$ cat config.mk
export PLATFORM = sky130hd
export DESIGN_NAME = mul_reconstruct
export DESIGN_NICKNAME = d
export VERILOG_FILES = /design/src/rtl/mul_reconstruct.sv
export SDC_FILE = /design/constraint.sdc
export NUM_CORES = 1
export LEC_CHECK = 0
export CORE_ASPECT_RATIO = 1.1
export CORE_MARGIN = 3
export CORE_UTILIZATION = 50
export DETAILED_ROUTE_END_ITERATION = 6
export GPL_TIMING_DRIVEN = 0
export PLACE_DENSITY = 0.71
export SLEW_MARGIN = 15
export SYNTH_ARGS = -nofsm -noshare
export SYNTH_HDL_FRONTEND = slang
export SYNTH_SLANG_ARGS = --single-unit
export TNS_END_PERCENT = 20
$ cat constraint.sdc
create_clock -name clk -period 4.6 [get_ports clk]
set_clock_uncertainty 0.1 [all_clocks]
set_input_delay 0.46 -clock clk [delete_from_list [all_inputs] [get_ports clk]]
set_output_delay 0.46 -clock clk [all_outputs]
set_load 0.005 [all_outputs]
$ cat src/rtl/mul_reconstruct.sv
// rtl/mul_reconstruct.sv - radix-2 shift-add multiplier computing P = D*B + R
// Rebuilds a dividend from a divider quotient/remainder pair; also usable as a plain multiplier.
module mul_reconstruct (
  input  logic        clk,
  input  logic        reset,
  input  logic        start,
  input  logic [31:0] D,
  input  logic [31:0] B,
  input  logic [31:0] R,
  output logic [63:0] P,
  output logic        ok,
  output logic        err,
  output logic        ovf
);

  typedef enum logic [1:0] {
    IDLE = 2'd0,
    MUL  = 2'd1,
    ADD  = 2'd2
  } state_t;

  state_t      state_q, state_d;
  logic [31:0] hi_q, hi_d;
  logic [31:0] lo_q, lo_d;
  logic [31:0] mcand_q, mcand_d;
  logic [31:0] radd_q, radd_d;
  logic [4:0]  cycle_q, cycle_d;
  logic [63:0] p_q, p_d;
  logic        err_q, err_d;
  logic        ovf_q, ovf_d;

  logic [32:0] step_sum;
  logic [63:0] final_sum;

  always_ff @(posedge clk) begin
    if (reset) begin
      state_q <= IDLE;
      hi_q    <= 32'd0;
      lo_q    <= 32'd0;
      mcand_q <= 32'd0;
      radd_q  <= 32'd0;
      cycle_q <= 5'd0;
      p_q     <= 64'd0;
      err_q   <= 1'b0;
      ovf_q   <= 1'b0;
    end else begin
      state_q <= state_d;
      hi_q    <= hi_d;
      lo_q    <= lo_d;
      mcand_q <= mcand_d;
      radd_q  <= radd_d;
      cycle_q <= cycle_d;
      p_q     <= p_d;
      err_q   <= err_d;
      ovf_q   <= ovf_d;
    end
  end

  // The multiplier bit is consumed from lo while product bits shift in from the top.
  always_comb begin
    state_d   = state_q;
    hi_d      = hi_q;
    lo_d      = lo_q;
    mcand_d   = mcand_q;
    radd_d    = radd_q;
    cycle_d   = cycle_q;
    p_d       = p_q;
    err_d     = err_q;
    ovf_d     = ovf_q;
    step_sum  = {1'b0, hi_q} + (lo_q[0] ? {1'b0, mcand_q} : 33'd0);
    final_sum = {hi_q, lo_q} + {32'd0, radd_q};

    case (state_q)
      IDLE: begin
        if (start) begin
          lo_d    = D;
          hi_d    = 32'd0;
          mcand_d = B;
          radd_d  = R;
          cycle_d = 5'd31;
          err_d   = (B == 32'd0) || (R >= B);
          ovf_d   = 1'b0;
          state_d = MUL;
        end
      end
      MUL: begin
        hi_d = step_sum[32:1];
        lo_d = {step_sum[0], lo_q[31:1]};
        if (cycle_q == 5'd0) begin
          state_d = ADD;
        end else begin
          cycle_d = cycle_q - 5'd1;
        end
      end
      ADD: begin
        // Max (2^32-1)^2 + 2^32-1 still fits in 64 bits, so no carry out is possible.
        p_d     = final_sum;
        ovf_d   = |final_sum[63:32];
        state_d = IDLE;
      end
      default: begin
        state_d = IDLE;
      end
    endcase
  end

  assign P   = p_q;
  assign ok  = (state_q == IDLE);
  assign err = err_q;
  assign ovf = ovf_q;

endmodule

Word-level counts from Yosys, hierarchy flattened
Index checks and enable logic that the tools add are counted.
Widths: inputs -> output; s select.
- flip-flop bits (word level): 201
- input port bits: 99
- output and inout bits: 67
- logic and storage cells: 43
- add/sub/neg operators: 3
- magnitude comparators: 1
- eq/ne operators: 5
- multiplexer cells: 13
- reduce and logical (&&, ||, !) cells: 12
- operators with widths (operator ; count):
    $pmux 32 s2 ; 2
    $mux 32 ; 3
    $add 64x32->64 ; 1
    $add 32x32->33 ; 1
    $ge 32x32->1 ; 1
    $logic_not 32->1 ; 1
    $reduce_or 32->1 ; 1
    $mux 5 ; 2
    $pmux 5 s2 ; 1
    $reduce_and 2->1 ; 4
    $ne 2x2->1 const B ; 3
    $logic_not 5->1 ; 1
    $sub 5x1->5 const B ; 1
    $mux 2 ; 2
    $pmux 2 s2 ; 1
    $reduce_bool 2->1 ; 2
    $reduce_and 3->1 ; 1
    $eq 2x1->1 const B ; 1
    $eq 2x2->1 const B ; 1
    $logic_not 2->1 ; 1
    $pmux 1 s2 ; 1
    $logic_or 1x1->1 ; 1
    $mux 1 ; 1

Depth between registers and ports, before layout
- word-level depth: 3
- depth in mapped cells: 14

Least setup slack after synthesis
OpenSTA, ideal clock, no wires.
- kind: reg2reg
- from: reg lo_q[0]
- to: reg hi_q[31]
- arrival time: 3.146 ns
- data required time: 4.370 ns
- slack: 1.223 ns
- stages on the path, launching flop included: 15
- path buffers: 1
- clock period less this slack: 3.377 ns
- path through: dfxtp_1 clkbuf_1 and2_1 ha_1 fa_1 a21o_1 a21oi_1 o21ai_0 a21oi_2 o31ai_1 or4b_4 a31oi_4 o221ai_2 a211oi_2 nor3_1
- word-level cells in the longest chain between the ends: 3
- ends and longest elaborated chain (item ; line ; source):
    start, declared ; 24 ; logic [31:0] lo_q, lo_d;
    start signal, assigned ; 49 ; lo_q <= lo_d;
    $mux 32 ; 70 ; step_sum = {1'b0, hi_q} + (lo_q[0] ? {1'b0, mcand_q} : 33'd0);
    $add 32x32->33 ; 70 ;
    $pmux 32 s2 ; 73 ; case (state_q)
    end signal, assigned ; 48 ; hi_q <= hi_d;
    end, declared ; 23 ; logic [31:0] hi_q, hi_d;
No other way between the ends.
A chain may end at the register's enable or synchronous reset.

Worst setup path after layout
- from: reg lo_q[0]
- to: reg hi_q[24]
The elaborated chain is that of the path after synthesis.

==> summary.txt <==
Pwr
  – PD cells: between 300 and 400 nW/um^2
  – Cell Int Power: about 3500 uW
  – Pwr Total: roughly 4800 uW
  – Power share of the combinational group: 0.175
  – Leakage: 0.00602 uW
  – Clock network fraction of total power: 0.424
  – Sw Share: 0.276
  – Reg power frac: 0.401
  – Worst IR Drop VDD: between 200 and 300 uV
  – Psw: between 1000 and 1500 uW

Yosys
  – Ys Warns: 0
  – Cell type contributing the most total cell area after synthesis: dfxtp_1
  – Avg Cell Area, Syn: around 7.7 sq um
  – Post-Synth Adder-Cell Area: 0.102
  – Mapped Area: around 12000 sq um
  – Syn_nets: around 1800
  – Synth top area share: 0.324
  – Most frequent cells after synthesis: 287 x nand2_1, 210 x a21oi_1, 201 x dfxtp_1
  – Xor-xnor portion of the synthesized cell area: 0.0655
  – Top_reg_cell synth: dfxtp_1
  – Syn Inst Count: approximately 1600
  – Post-synthesis async set-or-reset flop share: 0
  – Post-synth EDFFs: 0
  – Cell variety after synth: 71
  – Area fraction in compound gates after synthesis: 0.241
  – Synth area leaders: dfxtp_1 32%, ha_1 9.9%, nand2_1 8.7%
  – Synth Register Bits: 201
  – Simple-Gate Fraction of Synth Area: 0.218
  – Main combinational cell family by area after synthesis: compound AO/OA/AOI/OAI gates
  – Mux cell area share after synthesis: 0.00161
  – Seq/Total Area, Yosys: 0.324
  – Cell with the most instances after synthesis: nand2_1

Detailed routing
  – Pre-antenna DRT Iters: 5
  – Via density: a little under 6
  – DRT iter0 DRCs: approximately 1000
  – Vias: around 13000
  – DR WL/cell: between 15 and 20 um
  – Final WL: between 40 and 50 mm
  – DRC Markers: 0
  – Number of routed nets with antenna violations: 0

Critical path
  – Crit end category: register
  – WP data arrival: 4530 ps
  – Worst reg2reg path depth: 13
  – Crit path required time: about 5000 ps
  – FF-to-FF setup slack: about 420 ps
  – Worst r2r src: lo_q[0]
  – Critical path type: register to register
  – CP max stage cell: a2111oi_0
  – Critical R2R Capture: hi_q[24]
  – Crit path launch type: register
  – Worst Path Max Fanout: 10
  – Slowest stage delay, CP: between 700 and 800 ps
  – Worst-path cell chain: clkbuf_1, and2_1, ha_1, a21o_1, a21o_1, a2111oi_0, o21ai_0, nand4_1, a211oi_1, nor2_1, o21ai_0, a31o_2, nand3_1

Placement
  – DP HPWL: between 30 and 40 mm
  – PortBufs: ~170
  – Placed cell count: 2086
  – DP Worst Slack: 456 ps
  – GP Congestion: ~0.97

Finish
  – Cell Count, Final, Fillers Out: around 2100
  – Multi-input gate area: between 7000 and 8000 sq um
  – Storage cell area: approximately 4000 sq um
  – Syn-to-layout area delta: 23.1%
  – Share of layout cells above drive strength 1: 0.0428
  – Layout fillers: around 2200
  – Fin nets: 2005

Die
  – Starting Density: 0.516
  – Die W: around 160 um
  – Ports: between 150 and 200
  – Core Box Area: approximately 24000 sq um
  – Die Y: between 150 and 200 um
  – Die area: around 27000 sq um
  – # rows: 59

GRT
  – Largest net degree at the start of global routing: 13
  – Grt ovf: 0
  – Total GRT Usage: 0.305
  – Initial antenna violation count: 0
  – First-pass GRT wire length: 64.4 mm
  – Number of global-route vias before repair: around 12000

Clock network
  – Clk Latency, worst-skew pair: between 500 and 600 ps
  – CTS clk-pin slew, worst paths: approximately 60 ps
  – TritonCTS Buffers: 23
  – Postcts setup bufs: 0
  – Clock Tree Buf Depth: 3
  – CTS H-tree lvls: 1
  – Clk sinks: ~200
  – Number of gates resized after cts: 0
  – CTS tree: yes
  – Clock root cell: clkbuf_16
  – # hold bufs at CTS: 0

STA
  – Setup WS post-layout: around 420 ps
  – Unrepaired setup endpoints after global routing: false
  – Worst-Margin Slew: a little over 900 ps
  – Slew Limit Headroom: 0.386
  – Final Cycle Share: 0.908
  – Post-layout min period: 4180 ps
  – Final setup TNS: 0 ps
  – FMAX: roughly 0.24 GHz
  – Pins over their slew limit: 0
  – Final Hold Vio Count: 0
  – Setup Viol. Count Final: 0

Outcome
  – Status: completed

Hold path
  – Min-delay worst type: register to register
  – Worst hold start: P[8]
  – Worst hold stages: 2
  – Worst-case hold path end point: P[8]

Job
  – Max Cap Viol: 0
layout by cell type, fill, tap and decap left out, types with 32 or more instances in the layout:
master	count
dfxtp_1	201
o21ai_0	43
ha_1	98
and2_1	38
clkdlybuf4s50_1	165
xnor2_1	61
inv_1	59
xor2_1	32
nand2_1	287
a22oi_1	33
a21oi_1	210
a21o_1	41
nand3_1	45
a211oi_1	42
clkbuf_1	79
nor2_1	104
cell families after synthesis:
group,Yosys count
multiplexers,2
AND/OR/NAND/NOR,596
flip-flops,201
buffers and inverters,154
AO/OA/AOI/OAI,470
adder cells (fa/ha/maj),100
XOR/XNOR,93
registers in the layout, indices dropped and copies added, names as in the netlist:
signal   flops
P           64
cycle_q      5
radd_q      32
err          1
mcand_q     32
ovf          1
lo_q        32
hi_q        32
state_q      2
power groups by stage:
stage                     sequential, uW  combinational [uW]  clock (uW)
after floorplan                     1920                 499           0
after global placement              1940                 806           0
after detailed placement            1950                 817           0
after CTS                           1910                 822        2050
after global routing                1920                 917        2110
final                               1910                 834        2020
critical path: cells and delay by family (launching register included):
family / cells / cell delay, ps
AOI/OAI and AO/OA: 7 / 2140
adders and majority gates: 1 / 240
DFF: 1 / 540
buffers and inverters: 1 / 330
and+or+nand+nor: 4 / 760
worst max-delay path by stage:
stage | startpoint | end
after floorplan | lo_q[0] | hi_q[31]
after global placement | lo_q[0] | hi_q[24]
after detailed placement | lo_q[0] | hi_q[24]
after CTS | lo_q[0] | hi_q[24]
after global routing | lo_q[0] | hi_q[24]
final | lo_q[0] | hi_q[24]
final cells by class:
type | count | share of cell area
antenna | 1 | 0.000164
buffer | 95 | 0.0244
clock buffer | 37 | 0.0469
clock inverter | 4 | 0.00785
inverter | 59 | 0.0145
multi-input combinational | 1261 | 0.510
sequential | 201 | 0.263
tap | 305 | 0.0249
timing repair buffer | 165 | 0.108
layer usage:
| layer | vias up | share of wire | GRT usage |
|---|---|---|---|
| met1 | 5849 | 0.44 | 0.418 |
| met4 | 0 | 0.038 | 0.105 |
| met5 | - | 0 | 0 |
| li1 | 6101 | - | - |
| met3 | 97 | 0.071 | 0.0418 |
| met2 | 481 | 0.45 | 0.495 |
stage by stage:
stage | hold WS [ps] | utilization | area, sq um
2_1_floorplan | 332 | - | 12400
3_3_place_gp | 339 | 0.601 | 14500
3_5_place_dp | 342 | 0.601 | 14500
4_1_cts | 351 | 0.636 | 15300
5_1_grt | 365 | 0.636 | 15300
6_report | 348 | 0.636 | 15300
Power figures use the tool's default switching activity.
